File: config.mk
export PLATFORM = sky130hd
export DESIGN_NAME = vc_input_unit
export DESIGN_NICKNAME = d
export VERILOG_FILES = /design/src/rtl/vc_input_unit.sv
export SDC_FILE = /design/constraint.sdc
export NUM_CORES = 1
export LEC_CHECK = 0
export BUFFER_PORTS_ARGS = -buffer_cell sky130_fd_sc_hd__clkbuf_2
export CORE_MARGIN = 3
export CORE_UTILIZATION = 58
export CTS_BUF_LIST = sky130_fd_sc_hd__clkbuf_2 sky130_fd_sc_hd__clkbuf_4 sky130_fd_sc_hd__clkbuf_8
export CTS_CLUSTER_DIAMETER = 120
export DETAILED_ROUTE_END_ITERATION = 8
export GPL_ROUTABILITY_DRIVEN = 0
export GPL_TIMING_DRIVEN = 0
export PLACE_DENSITY = 0.8
export SKIP_CTS_REPAIR_TIMING = 1
export SLEW_MARGIN = 10
export SYNTH_ARGS = -nofsm -noshare
export SYNTH_HDL_FRONTEND = slang
export SYNTH_SLANG_ARGS = --single-unit
File: constraint.sdc
create_clock -name clk -period 5.9 [get_ports clk]
set_input_delay 0.295 -clock clk [delete_from_list [all_inputs] [get_ports clk]]
set_output_delay 0.295 -clock clk [all_outputs]
set_load 0.02 [all_outputs]
File: src/rtl/vc_input_unit.sv
// Per-input-port VC unit: NUM_VC flit FIFOs, per-VC packet FSM, XY route, VC/switch requests, credit return.
// Optional macro VC_INPUT_LOOKAHEAD_EN: route a head on write into an empty VC and skip the ROUTING state.
module vc_input_unit #(
  parameter int NUM_VC          = 4,
  parameter int BUFFER_DEPTH    = 8,
  parameter int FLIT_DATA_WIDTH = 32,
  parameter int NUM_PORTS       = 5,
  parameter int NUM_ROUTERS     = 16,
  parameter int ROUTER_PER_ROW  = 4,
  parameter int ROUTER_ID       = 0
) (
  input  logic                        clk,
  input  logic                        reset,
  input  logic                        in_valid,
  input  logic [$clog2(NUM_VC)-1:0]   in_vc,
  input  logic [FLIT_DATA_WIDTH-1:0]  in_data,
  output logic [NUM_VC-1:0]           va_req,
  output logic [NUM_VC*NUM_PORTS-1:0] va_port,
  input  logic [NUM_VC-1:0]           va_grant,
  input  logic [$clog2(NUM_VC)-1:0]   va_out_vc,
  output logic [NUM_VC-1:0]           sa_req,
  input  logic [NUM_VC-1:0]           sa_grant,
  output logic                        out_valid,
  output logic [FLIT_DATA_WIDTH-1:0]  out_data,
  output logic [NUM_PORTS-1:0]        out_port,
  output logic [$clog2(NUM_VC)-1:0]   out_vc,
  output logic                        credit_valid,
  output logic [$clog2(NUM_VC)-1:0]   credit_vc,
  output logic                        overflow_err
);

  localparam int VC_W    = $clog2(NUM_VC);
  localparam int PTR_W   = $clog2(BUFFER_DEPTH);
  localparam int CNT_W   = PTR_W + 1;
  localparam int RID_W   = $clog2(NUM_ROUTERS);
  localparam int W       = FLIT_DATA_WIDTH;
  localparam int CUR_ROW = ROUTER_ID / ROUTER_PER_ROW;
  localparam int CUR_COL = ROUTER_ID % ROUTER_PER_ROW;
  localparam int P_LOCAL = 0;
  localparam int P_NORTH = 1;
  localparam int P_SOUTH = 2;
  localparam int P_EAST  = 3;
  localparam int P_WEST  = 4;
  localparam logic [CNT_W-1:0] FULL_CNT = CNT_W'(BUFFER_DEPTH);

  typedef enum logic [1:0] {
    S_IDLE     = 2'd0,
    S_ROUTING  = 2'd1,
    S_VC_ALLOC = 2'd2,
    S_ACTIVE   = 2'd3
  } vc_state_t;

  // Dimension-ordered routing: resolve the column first, then the row.
  function automatic logic [NUM_PORTS-1:0] xy_route(input logic [RID_W-1:0] dest);
    int dst_row;
    int dst_col;
    logic [NUM_PORTS-1:0] port;
    dst_row = int'(dest) / ROUTER_PER_ROW;
    dst_col = int'(dest) % ROUTER_PER_ROW;
    port    = '0;
    if (dst_col > CUR_COL)      port[P_EAST]  = 1'b1;
    else if (dst_col < CUR_COL) port[P_WEST]  = 1'b1;
    else if (dst_row > CUR_ROW) port[P_SOUTH] = 1'b1;
    else if (dst_row < CUR_ROW) port[P_NORTH] = 1'b1;
    else                        port[P_LOCAL] = 1'b1;
    return port;
  endfunction

  function automatic logic is_head(input logic [1:0] ftype);
    return (ftype == 2'b00) || (ftype == 2'b11);
  endfunction

  function automatic logic is_tail(input logic [1:0] ftype);
    return ftype[1];
  endfunction

  function automatic logic grant_onehot(input logic [NUM_VC-1:0] g);
    return $onehot(g);
  endfunction

  logic [W-1:0]         r_mem    [NUM_VC][BUFFER_DEPTH];
  logic [PTR_W-1:0]     r_rd_ptr [NUM_VC];
  logic [PTR_W-1:0]     r_wr_ptr [NUM_VC];
  logic [CNT_W-1:0]     r_count  [NUM_VC];
  vc_state_t            r_state  [NUM_VC];
  vc_state_t            w_next_state [NUM_VC];
  logic [NUM_PORTS-1:0] r_route  [NUM_VC];
  logic [VC_W-1:0]      r_ovc    [NUM_VC];
  logic [W-1:0]         w_front  [NUM_VC];
  logic [NUM_VC-1:0]    w_empty;
  logic [NUM_VC-1:0]    w_full;
  logic [NUM_VC-1:0]    w_front_head;
  logic [NUM_VC-1:0]    w_front_tail;
  logic [NUM_VC-1:0]    w_push;
  logic [NUM_VC-1:0]    w_pop;
  logic                 w_drop;
  logic                 w_pop_any;
  logic [VC_W-1:0]      w_pop_idx;

  logic                 r_out_valid;
  logic [W-1:0]         r_out_data;
  logic [NUM_PORTS-1:0] r_out_port;
  logic [VC_W-1:0]      r_out_vc;
  logic                 r_credit_valid;
  logic [VC_W-1:0]      r_credit_vc;
  logic                 r_overflow;

`ifdef VC_INPUT_LOOKAHEAD_EN
  logic [NUM_VC-1:0]    r_la_valid;
  logic [NUM_PORTS-1:0] r_la_port [NUM_VC];
`endif

  // FIFO status, push/pop qualification. A pop frees its slot before a same-cycle push.
  always_comb begin
    w_drop    = 1'b0;
    w_pop_idx = '0;
    for (int v = 0; v < NUM_VC; v++) begin
      w_front[v]      = r_mem[v][r_rd_ptr[v]];
      w_empty[v]      = (r_count[v] == '0);
      w_full[v]       = (r_count[v] == FULL_CNT);
      w_front_head[v] = is_head(w_front[v][W-1:W-2]);
      w_front_tail[v] = is_tail(w_front[v][W-1:W-2]);
      w_pop[v]        = grant_onehot(sa_grant) && sa_grant[v] && sa_req[v];
      w_push[v]       = in_valid && (in_vc == VC_W'(v)) && (!w_full[v] || w_pop[v]);
      w_drop          = w_drop || (in_valid && (in_vc == VC_W'(v)) && w_full[v] && !w_pop[v]);
      w_pop_idx       = w_pop[v] ? VC_W'(v) : w_pop_idx;
    end
  end

  assign w_pop_any = |w_pop;

  // Flit storage (data only, no reset needed).
  always_ff @(posedge clk) begin
    for (int v = 0; v < NUM_VC; v++) begin
      if (w_push[v]) r_mem[v][r_wr_ptr[v]] <= in_data;
    end
  end

  // FIFO pointers and occupancy.
  always_ff @(posedge clk or negedge reset) begin
    if (!reset) begin
      for (int v = 0; v < NUM_VC; v++) begin
        r_rd_ptr[v] <= '0;
        r_wr_ptr[v] <= '0;
        r_count[v]  <= '0;
      end
    end else begin
      for (int v = 0; v < NUM_VC; v++) begin
        if (w_push[v]) r_wr_ptr[v] <= r_wr_ptr[v] + PTR_W'(1);
        if (w_pop[v])  r_rd_ptr[v] <= r_rd_ptr[v] + PTR_W'(1);
        r_count[v] <= r_count[v] + CNT_W'(w_push[v]) - CNT_W'(w_pop[v]);
      end
    end
  end

  // Per-VC state register.
  always_ff @(posedge clk or negedge reset) begin
    if (!reset) begin
      for (int v = 0; v < NUM_VC; v++) r_state[v] <= S_IDLE;
    end else begin
      for (int v = 0; v < NUM_VC; v++) r_state[v] <= w_next_state[v];
    end
  end

  // Per-VC next state; a body/tail at the front of an idle VC is left in place.
  always_comb begin
    for (int v = 0; v < NUM_VC; v++) begin
      w_next_state[v] = r_state[v];
      case (r_state[v])
        S_IDLE: begin
          if (!w_empty[v] && w_front_head[v]) begin
`ifdef VC_INPUT_LOOKAHEAD_EN
            if (r_la_valid[v]) w_next_state[v] = S_VC_ALLOC;
            else               w_next_state[v] = S_ROUTING;
`else
            w_next_state[v] = S_ROUTING;
`endif
          end else begin
            w_next_state[v] = S_IDLE;
          end
        end
        S_ROUTING:  w_next_state[v] = S_VC_ALLOC;
        S_VC_ALLOC: begin
          if (va_grant[v]) w_next_state[v] = S_ACTIVE;
          else             w_next_state[v] = S_VC_ALLOC;
        end
        S_ACTIVE: begin
          if (w_pop[v] && w_front_tail[v]) w_next_state[v] = S_IDLE;
          else                             w_next_state[v] = S_ACTIVE;
        end
        default: w_next_state[v] = S_IDLE;
      endcase
    end
  end

  // Allocator requests decoded from the per-VC state.
  always_comb begin
    va_req  = '0;
    sa_req  = '0;
    va_port = '0;
    for (int v = 0; v < NUM_VC; v++) begin
      va_req[v] = (r_state[v] == S_VC_ALLOC);
      sa_req[v] = (r_state[v] == S_ACTIVE) && (r_count[v] != '0);
      va_port[v*NUM_PORTS +: NUM_PORTS] = va_req[v] ? r_route[v] : '0;
    end
  end

  // Latched output port and downstream VC per packet.
  always_ff @(posedge clk or negedge reset) begin
    if (!reset) begin
      for (int v = 0; v < NUM_VC; v++) begin
        r_route[v] <= '0;
        r_ovc[v]   <= '0;
      end
    end else begin
      for (int v = 0; v < NUM_VC; v++) begin
        case (r_state[v])
          S_ROUTING:  r_route[v] <= xy_route(w_front[v][W-3 -: RID_W]);
`ifdef VC_INPUT_LOOKAHEAD_EN
          S_IDLE:     if (w_next_state[v] == S_VC_ALLOC) r_route[v] <= r_la_port[v];
`endif
          S_VC_ALLOC: if (va_grant[v]) r_ovc[v] <= va_out_vc;
          default:    r_route[v] <= r_route[v];
        endcase
      end
    end
  end

`ifdef VC_INPUT_LOOKAHEAD_EN
  // Early route of a head landing in an empty VC; it is that VC's next front flit.
  always_ff @(posedge clk or negedge reset) begin
    if (!reset) begin
      r_la_valid <= '0;
      for (int v = 0; v < NUM_VC; v++) r_la_port[v] <= '0;
    end else begin
      for (int v = 0; v < NUM_VC; v++) begin
        if (w_push[v] && w_empty[v] && is_head(in_data[W-1:W-2])) begin
          r_la_valid[v] <= 1'b1;
          r_la_port[v]  <= xy_route(in_data[W-3 -: RID_W]);
        end else if (w_pop[v] || ((r_state[v] == S_IDLE) && (w_next_state[v] != S_IDLE))) begin
          r_la_valid[v] <= 1'b0;
        end
      end
    end
  end
`endif

  // Registered switch output and credit return, plus sticky overflow.
  always_ff @(posedge clk or negedge reset) begin
    if (!reset) begin
      r_out_valid    <= 1'b0;
      r_out_data     <= '0;
      r_out_port     <= '0;
      r_out_vc       <= '0;
      r_credit_valid <= 1'b0;
      r_credit_vc    <= '0;
      r_overflow     <= 1'b0;
    end else begin
      r_out_valid    <= w_pop_any;
      r_credit_valid <= w_pop_any;
      r_overflow     <= r_overflow | w_drop;
      if (w_pop_any) begin
        r_out_data  <= w_front[w_pop_idx];
        r_out_port  <= r_route[w_pop_idx];
        r_out_vc    <= r_ovc[w_pop_idx];
        r_credit_vc <= w_pop_idx;
      end else begin
        r_out_data  <= '0;
        r_out_port  <= '0;
        r_out_vc    <= '0;
        r_credit_vc <= '0;
      end
    end
  end

  assign out_valid    = r_out_valid;
  assign out_data     = r_out_data;
  assign out_port     = r_out_port;
  assign out_vc       = r_out_vc;
  assign credit_valid = r_credit_valid;
  assign credit_vc    = r_credit_vc;
  assign overflow_err = r_overflow;

endmodule
* After elaboration in Yosys (flattened, before gate mapping)
Memory sizes are Yosys's and may differ from the RTL's.
Cells that the tools add are included.
W data, S select, Z words.
** Word-level totals
- Bits in writable memories :: 1024
- Logic and storage cells :: 310
- Memories :: 1
- Register bits after elaboration :: 119
- Output and inout port bits :: 72
** Memories
- r_mem :: depth 4, width 256, rd ports 4, clocked after memory_dff 0, write ports 1, RTL line 81 : logic [W-1:0] r_mem [NUM_VC][BUFFER_DEPTH];
** Operators by class
- $lt $le $gt $ge :: 29
- Equality and inequality tests :: 24
- $add $sub $neg :: 19
- Reductions and logical operators :: 88
- Mux-type cells :: 109
- Bitwise operators :: 10
** Operators by type and width (number)
- $mux W256 :: 10
- $reduce_or A256 Y1 :: 3
- $mux W32 :: 15
- $bmux W32 S3 :: 4
- $demux W32 S3 :: 4
- $bmux W32 S2 :: 1
- $logic_and A1 B1 Y1 :: 40
- $mux W1 :: 37
- $mux W5 :: 7
- $mux W2 :: 17
- $ge A4 B4 Y1 const B :: 8
- $not A3 Y4 :: 8
- $pmux W2 S4 :: 4
- $eq A2 B2 Y1 const B :: 14
- $add A3 B1 Y3 const B :: 8
- $mux W3 :: 8
- $logic_not A2 Y1 :: 9
- $add A4 B1 Y4 :: 4
- $eq A4 B4 Y1 const B :: 4
- $gt A2 B1 Y1 const B :: 8
- $logic_not A4 Y1 :: 4
- $lt A2 B1 Y1 const B :: 8
- $lt A4 B1 Y1 const B :: 4
- $reduce_bool A4 Y1 :: 4
- other kinds (14) :: 46

* Logic depth before layout (Yosys ltp)
Gate-level depths: netlist of the first run.
- Word-level depth :: 13
- Depth in mapped cells :: 15

* Least setup slack after synthesis of the first run
OpenSTA, ideal clock, no wires.
- Kind :: input port to flip-flop
- Start :: input sa_grant[0]
- End :: memory r_mem[2][224] (netlist bit), enable pin
- Stages :: 11
- Arrival time :: 4722 ps
- Required time :: 5439 ps
- Buffers on the path :: 1
- Path slack :: 717 ps
- Path through :: inv_1 -> fa_1 -> inv_1 -> ha_1 -> ha_1 -> nor3b_1 -> buf_2 -> nand3_1 -> a31oi_1 -> nand2b_1 -> nor3_1
** On the way
- Longest elaborated chain between the ends :: 13
- Elaborated cells on any way between the ends :: 36
- Those cells by class :: add/sub: 2; eq/ne: 1; mux: 14; reduce/logical: 19
** RTL lines
- start, declared :: RTL line 22 : input logic [NUM_VC-1:0] sa_grant,
- $add A1 B1 Y2 (not written as such) :: RTL line 78 : return $onehot(g);
- $add A2 B2 Y3 (not written as such) :: RTL line 78
- $eq A3 B1 Y1 :: RTL line 78
- $logic_and A1 B1 Y1 (2 in series) :: RTL line 123 : w_pop[v] = grant_onehot(sa_grant) && sa_grant[v] && sa_req[v];
- $logic_or A1 B1 Y1 :: RTL line 124 : w_push[v] = in_valid && (in_vc == VC_W'(v)) && (!w_full[v] || w_pop[v]);
- $logic_and A1 B1 Y1 :: RTL line 124
- $mux W1 :: RTL line 135 : if (w_push[v]) r_mem[v][r_wr_ptr[v]] <= in_data;
- $mux W256 (not written as such) :: RTL line 135
- $reduce_or A256 Y1 (no line)
- $mux W2 (no line) / $mux W256 (equally long branches) (3 in series)
- end, declared :: RTL line 81
Several ways; a longest one is shown, not always the timed one.

* Worst setup path after layout of the first run
- Start :: input sa_grant[1]
- End :: memory r_mem[2][204] (netlist bit), enable pin
The elaborated chain is that of the path after synthesis.

==> results of run 1 <==
[cells by family (layout without fill, tap and decap cells)]
family | count (synthesis) | in the layout | synth area share (%)
muxes | 395 | 395 | 16.5
AOI/OAI and AO/OA | 151 | 151 | 2.31
adders and majority gates | 35 | 35 | 1.07
xor gates and xnor gates | 25 | 25 | 0.494
and+or+nand+nor | 239 | 239 | 2.54
other | 1 | 11 | 0.00846
buffers and inverters | 144 | 617 | 1.51
DFF | 1133 | 1133 | 75.6
[worst min-delay path by stage]
| stage | to | slack, ns | cells past startpoint |
|---|---|---|---|
| 3_3_place_gp | overflow_err$_DFF_PN0_ | 0.46 | 2 |
| 5_1_grt | r_rd_ptr[11]$_DFFE_PN0P_ | 0.002 | 4 |
| 3_5_place_dp | r_count[13]$_DFF_PN0_ | 0.13 | 1 |
| 2_1_floorplan | credit_valid$_DFF_PN0_ | -0.0006 | 0 |
| 4_1_cts | r_rd_ptr[10]$_DFFE_PN0P_ | -0.75 | 1 |
| 6_report | r_rd_ptr[11]$_DFFE_PN0P_ | 0.02 | 4 |
[Yosys cell counts, types with 8 or more instances]
master / n
a21o_1: 8
a21oi_1: 11
a311oi_1: 26
and2_1: 13
buf_1: 16
buf_2: 41
buf_4: 15
clkbuf_1: 36
dfrtp_1: 109
edfxtp_1: 1024
ha_1: 30
inv_1: 32
mux2_2: 119
mux2i_1: 20
mux4_2: 256
nand2_1: 101
nand2b_1: 16
nand3_1: 9
nor2_1: 49
nor3_1: 14
o21ai_0: 37
o22ai_1: 30
xnor2_1: 19
[per-stage QoR]
step	power, W	TNS, ns
6_report	0.0222	0
2_1_floorplan	0.0141	0
5_1_grt	0.0231	0
3_5_place_dp	0.0161	0
4_1_cts	0.0223	0
3_3_place_gp	0.0158	-526.02
[layout make-up]
cell class | count | area (sq um)
Clock buffer | 228 | 2850
Buffer | 111 | 547
Clock inverter | 72 | 423
Timing Repair Buffer | 173 | 1490
Antenna cell | 1 | 2.50
Tap cell | 969 | 1210
Sequential cell | 1133 | 33500
Inverter | 33 | 124
Fill cell | 4446 | 24500
Multi-Input combinational cell | 855 | 10400
[worst min-delay path: cells and delay by family]
family	cells	cell delay, ns
AND/OR/NAND/NOR	2	0.32
buffers and inverters	1	0.10
XOR/XNOR	1	0.06
[metal layers]
metal | global-route usage (%) | share of wire [%] | vias to the layer above
met3 | 5.20 | 9.3 | 233
met1 | 36.4 | 39 | 11900
met2 | 41.5 | 49 | 1463
met4 | 8.98 | 2.9 | 2
met5 | 0 | 0.019 | -
li1 | - | - | 9398
[power by group through the flow]
stage | clock network (W) | registers (W) | logic [W]
2_1_floorplan | 0 | 0.00980 | 0.00428
3_3_place_gp | 0 | 0.00978 | 0.00598
3_5_place_dp | 0 | 0.00981 | 0.00632
4_1_cts | 0.00625 | 0.00965 | 0.00637
5_1_grt | 0.00660 | 0.00971 | 0.00679
6_report | 0.00617 | 0.00966 | 0.00636
[sequential cells by signal, indices dropped and copies added (netlist names)]
register and flops:
r_mem 1024, out_data 32, r_count 16, r_rd_ptr 12
r_route 12, r_wr_ptr 12, r_ovc 8, r_state 8
out_port 3, credit_vc 2, out_vc 2, credit_valid 1
overflow_err 1
==> summary.md, run 1 <==
| Metric | Value |
|---|---|
| Routed WL per cell | `28.1 microns` |
| Max Cap Viol | `0` |
| Max VDD drop | `0.000247 V` |
| Crit path depth | `14` |
| Worst setup SP type | `input pin` |
| Vias in the first global route | `23,500` |
| Mapped Cells | `2,123` |
| DRT Pass-1 Iters | `6` |
| Hold crit path type | `input pin to register` |
| Number of synthesized register bits | `1,133` |
| Global-route wire length before repair | `149,000 microns` |
| Sequential share of the synthesized area | `75.6%` |
| DRC Markers | `0` |
| Post-layout net count | `2,559` |
| CTS Sinks | `1,133` |
| Die Y | `282 microns` |
| Final period util | `73.1%` |
| Core Area | `75,100 sq um` |
| CP Class | `input pin to register` |
| Iter 0 DRT Violations | `2,665` |
| Initial antenna violation count | `4` |
| CTS tree | `yes` |
| Vias | `23,000` |
| Clock share of power | `27.8%` |
| Mean Syn Cell Area | `20.9 sq um` |
| Final Setup Violations | `0` |
| Worst path top cell family by delay | `simple AND/OR/NAND/NOR gates` |
| Clk slew on worst S/H paths | `0.06 ns` |
| Max Freq | `0.232 GHz` |
| CTS root buf | `clkbuf_8` |
| H-tree levels | `4` |
| Grt total ovfl | `0` |
| Die Width | `282 microns` |
| RSZ-0062 raised after global routing | `no` |
| Min Hold Slack | `0.0151 ns` |
| Final Hold Viols | `0` |
| Slew Limit Fails | `0` |
| WP data required | `6.43 ns` |
| Clk buf depth | `3` |
| Num CTS Buffers | `170` |
| Distinct cells, synth | `55` |
| Crit path DAT | `4.84 ns` |
| Non-Filler Instances | `3,575` |
| Largest net degree at the start of global routing | `101` |
| Primary FF master, synth | `edfxtp_1` |
| Worst Reg-to-Reg Cells | `12` |
| Synth Warn # | `0` |
| Reg power frac | `43.5%` |
| Slowest stage delay, CP | `0.81 ns` |
| Internal power | `0.0155 W` |
| Placed cells | `3,262` |
| Cell Pwr Density | `439 nW/um^2` |
| FP Rows | `100` |
| Register-to-register setup slack | `2.13 ns` |
| Area contributors post-synth | `edfxtp_1 69%, mux4_2 13%, dfrtp_1 6.2%` |
| Ys async rst share | `9.62%` |
| Endpoint class of the critical path | `register` |
| Worst path cell trace | `clkbuf_2, inv_1, fa_1, inv_1, ha_1, ha_1, nor3b_1, buf_2, nand3_1, a31oi_1, nand2_1, nor3_2, buf_4, buf_6` |
| Finished layout cell area | `50,500 sq um` |
| Leak | `16.9 nW` |
| Via/cell ratio | `6.44` |
| Placed Area | `47,100 sq um` |
| Sw power | `0.00674 W` |
| Synthesized area | `44,300 sq um` |
| Utilization after layout | `67.3%` |
| Final min period | `4.31 ns` |
| Final setup margin | `1.59 ns` |
| Place WS | `0.913 ns` |
| Slew margin rel. | `33.4%` |
| Worst-Skew Late Latency | `0.83 ns` |
| I/O Pins | `119` |
| GR Util All Layers | `25.9%` |
| Most frequent cells in the layout | `1,024 x edfxtp_1, 256 x mux4_2, 183 x clkbuf_8, 119 x mux2_2, 109 x dfrtp_1` |
| HP Start | `sa_grant[0]` |
| Routed Antenna Nets | `0` |
| Worst Path Buf+Inv | `6` |
| Area leader, netlist | `edfxtp_1` |
| FF-to-FF Start | `r_count[14]$_DFF_PN0_` |
| Commonest non-fill, non-tap cell in the layout | `edfxtp_1` |
| WL final | `100,000 microns` |
| Worst reg2reg path endpoint | `r_mem[0][203]$_DFFE_PP_` |
| Sw frac | `30.4%` |
| Maximum fanout along the worst path | `10` |
| Syn-to-layout area delta | `14.1%` |
| Die area | `79,700 sq um` |
| Post-DP HPWL | `65,800 microns` |
| I/O Buffers | `108` |
| Slowest-stage cell, CP | `nor3_2` |
| Share of post-route cells with drive strength above 1 | `34.7%` |
| Crit path capture | `r_mem[2][204]$_DFFE_PP_` |
| Slew @ Worst Pin | `0.999 ns` |
| Initial core utilization | `59.0%` |
| Logic pwr share | `28.7%` |
| Status | `finished, final reports clean` |
| Top-area cell type share of the netlist area | `69.4%` |
| Post-synth EDFFs | `1,024` |
| CP startpoint | `sa_grant[1]` |
| Final setup skew | `0.0337 ns` |
No activity file was read; power rests on OpenSTA's default activity.
==> inputs of run 2 (changes only) <==
==> constraint.sdc (replaced) <==
create_clock -name clk -period 4.4 [get_ports clk]
set_input_delay 0.22 -clock clk [delete_from_list [all_inputs] [get_ports clk]]
set_output_delay 0.22 -clock clk [all_outputs]
set_load 0.02 [all_outputs]
==> run 2 against run 1 <==
Effect of this change:
- the flow now finishes with violations (hold timing)
- final area grew 0.77%
- hold slack worse by 0.033 ns
- wire length is 1.3% lower
- critical path depth unchanged
- power increased by 37%
- worst setup slack got worse by 1.1 ns
- sequential power up 35%
- clock power up 44%
==> summary.md, run 2 (synthesized netlist as in run 1, its figures left out) <==
| Metric | Value |
|---|---|
| Status | `finished, violations left` |
| Failing checks | `hold timing` |
| Clk slew on worst S/H paths | `0.06 ns` |
| Slew Limit Fails | `0` |
| Number of flip-flops in the largest register | `1,024` |
| Iter 0 DRT Violations | `2,712` |
| Slew @ Worst Pin | `1.07 ns` |
| I/O Buffers | `108` |
| Global-route wire length before repair | `148,000 microns` |
| Initial core utilization | `59.0%` |
| Endpoint class of the critical path | `register` |
| Maximum fanout along the worst path | `13` |
| Most frequent cells in the layout | `1,024 x edfxtp_1, 256 x mux4_2, 175 x clkbuf_8, 119 x mux2_2, 109 x dfrtp_1` |
| Initial antenna violation count | `5` |
| Syn-to-layout area delta | `15.0%` |
| Worst setup SP type | `input pin` |
| Routed Antenna Nets | `0` |
| Place WS | `-0.198 ns` |
| Crit path DAT | `4.41 ns` |
| Share of post-route cells with drive strength above 1 | `34.5%` |
| Largest net degree at the start of global routing | `93` |
| Die area | `79,700 sq um` |
| Placed Area | `47,300 sq um` |
| Hold crit path type | `input pin to async pin` |
| CTS Sinks | `1,133` |
| Clk buf depth | `3` |
| CTS root buf | `clkbuf_8` |
| Slew margin rel. | `28.0%` |
| Final Hold Viols | `6` |
| Via/cell ratio | `6.33` |
| Max Freq | `0.257 GHz` |
| Commonest non-fill, non-tap cell in the layout | `edfxtp_1` |
| Post-layout net count | `2,548` |
| Die Width | `282 microns` |
| Leak | `17.0 nW` |
| Die Y | `282 microns` |
| CP Class | `input pin to register` |
| Final setup margin | `0.507 ns` |
| Worst-Skew Late Latency | `0.83 ns` |
| WL final | `99,200 microns` |
| Fill cells | `4,460` |
| Post-DP HPWL | `65,700 microns` |
| Worst path cell trace | `clkbuf_2, inv_1, fa_1, inv_1, ha_1, ha_1, nor3b_1, buf_2, nand3_1, a31oi_1, nand2b_1, nor3_4, buf_8, buf_8` |
| GR Util All Layers | `25.6%` |
| Finished layout cell area | `50,900 sq um` |
| Final period util | `88.5%` |
| I/O Pins | `119` |
| Final Setup Violations | `0` |
| Area of the multi-input gates | `10,500 sq um` |
| Vias in the first global route | `23,500` |
| WP data required | `4.92 ns` |
| Final min period | `3.89 ns` |
| Routed WL per cell | `27.7 microns` |
| Max Cap Viol | `0` |
| DRT Pass-1 Iters | `6` |
| Num CTS Buffers | `169` |
| H-tree levels | `4` |
| RSZ-0062 raised after global routing | `no` |
| Max VDD drop | `0.000360 V` |
| Register-to-register setup slack | `0.96 ns` |
| Slowest-stage cell, CP | `nor3_4` |
| Cell Pwr Density | `596 nW/um^2` |
| Utilization after layout | `67.8%` |
| Seq. cell area | `33,500 sq um` |
| Slowest stage delay, CP | `0.71 ns` |
| FP Rows | `100` |
| Vias | `22,600` |
| Core Area | `75,100 sq um` |
| Grt total ovfl | `0` |
| Min Hold Slack | `-0.0181 ns` |
| DRC Markers | `0` |
| Final setup skew | `0.0389 ns` |
| CTS tree | `yes` |
[run 2: changes by cell type in the layout (fill, tap and decap cells not counted), moves of 3 or more]
cell,previous run,this run
clkinv_1,36,40
nor3_4,0,8
buf_4,33,15
buf_6,13,3
buf_12,15,12
buf_16,10,18
clkbuf_8,183,175
bufinv_16,2,12
nor3_2,8,0
buf_8,0,11
clkbuf_4,46,51
[run 2: final timing paths]
path,startpoint,cells past startpoint,endpoint
max,sa_grant[1],14,r_mem[1][233]$_DFFE_PP_
min,reset,3,overflow_err$_DFF_PN0_
max reg2reg,r_count[2]$_DFF_PN0_,8,out_data[8]$_DFF_PN0_
min reg2reg,overflow_err$_DFF_PN0_,2,overflow_err$_DFF_PN0_
max in group asynchronous,reset,3,r_count[10]$_DFF_PN0_
min in group clk,in_vc[1],4,r_wr_ptr[9]$_DFFE_PN0P_
[run 2: layer usage]
metal	vias up	GRT usage, %	share of wire (%)
met1	11700	36.0	39
met2	1304	40.1	48
met3	217	5.94	9.4
li1	9400	-	-
met5	-	0	0.045
met4	6	9.51	3.1
[run 2: critical path: cells and delay by family]
family	cells	cell delay, ns
AO/OA/AOI/OAI	1	0.43
adder cells (fa/ha/maj)	3	0.99
buffers and inverters	6	1.06
AND/OR/NAND/NOR	4	1.68
[run 2: through the flow]
step,hold slack (ns),TNS [ns],instances,total power (W)
6_report,-0.0181,0,3577,0.0304
5_1_grt,0.0293,0,3575,0.0316
4_1_cts,-0.792,0,3561,0.0305
3_5_place_dp,0.0959,-27.28,3250,0.0217
3_3_place_gp,0.460,-1539.02,3209,0.0212
2_1_floorplan,-0.0756,0,2132,0.0189
[run 2: area by class of cell]
class                      count  area share, %
inverter                      33          0.243
buffer                       111           1.07
timing repair buffer         163           3.12
clock inverter                86           1.45
sequential                  1133           65.7
tap                          969           2.38
clock buffer                 225           5.45
antenna                        2        0.00983
multi-input combinational    855           20.5
[run 2: where the power goes]
group | switching [W] | leakage (nW) | internal, W
Sequential | 0.000480 | 10.6 | 0.0125
Clock | 0.00403 | 1.85 | 0.00485
Combinational | 0.00463 | 4.57 | 0.00387
Total | 0.00914 | 17.0 | 0.0212
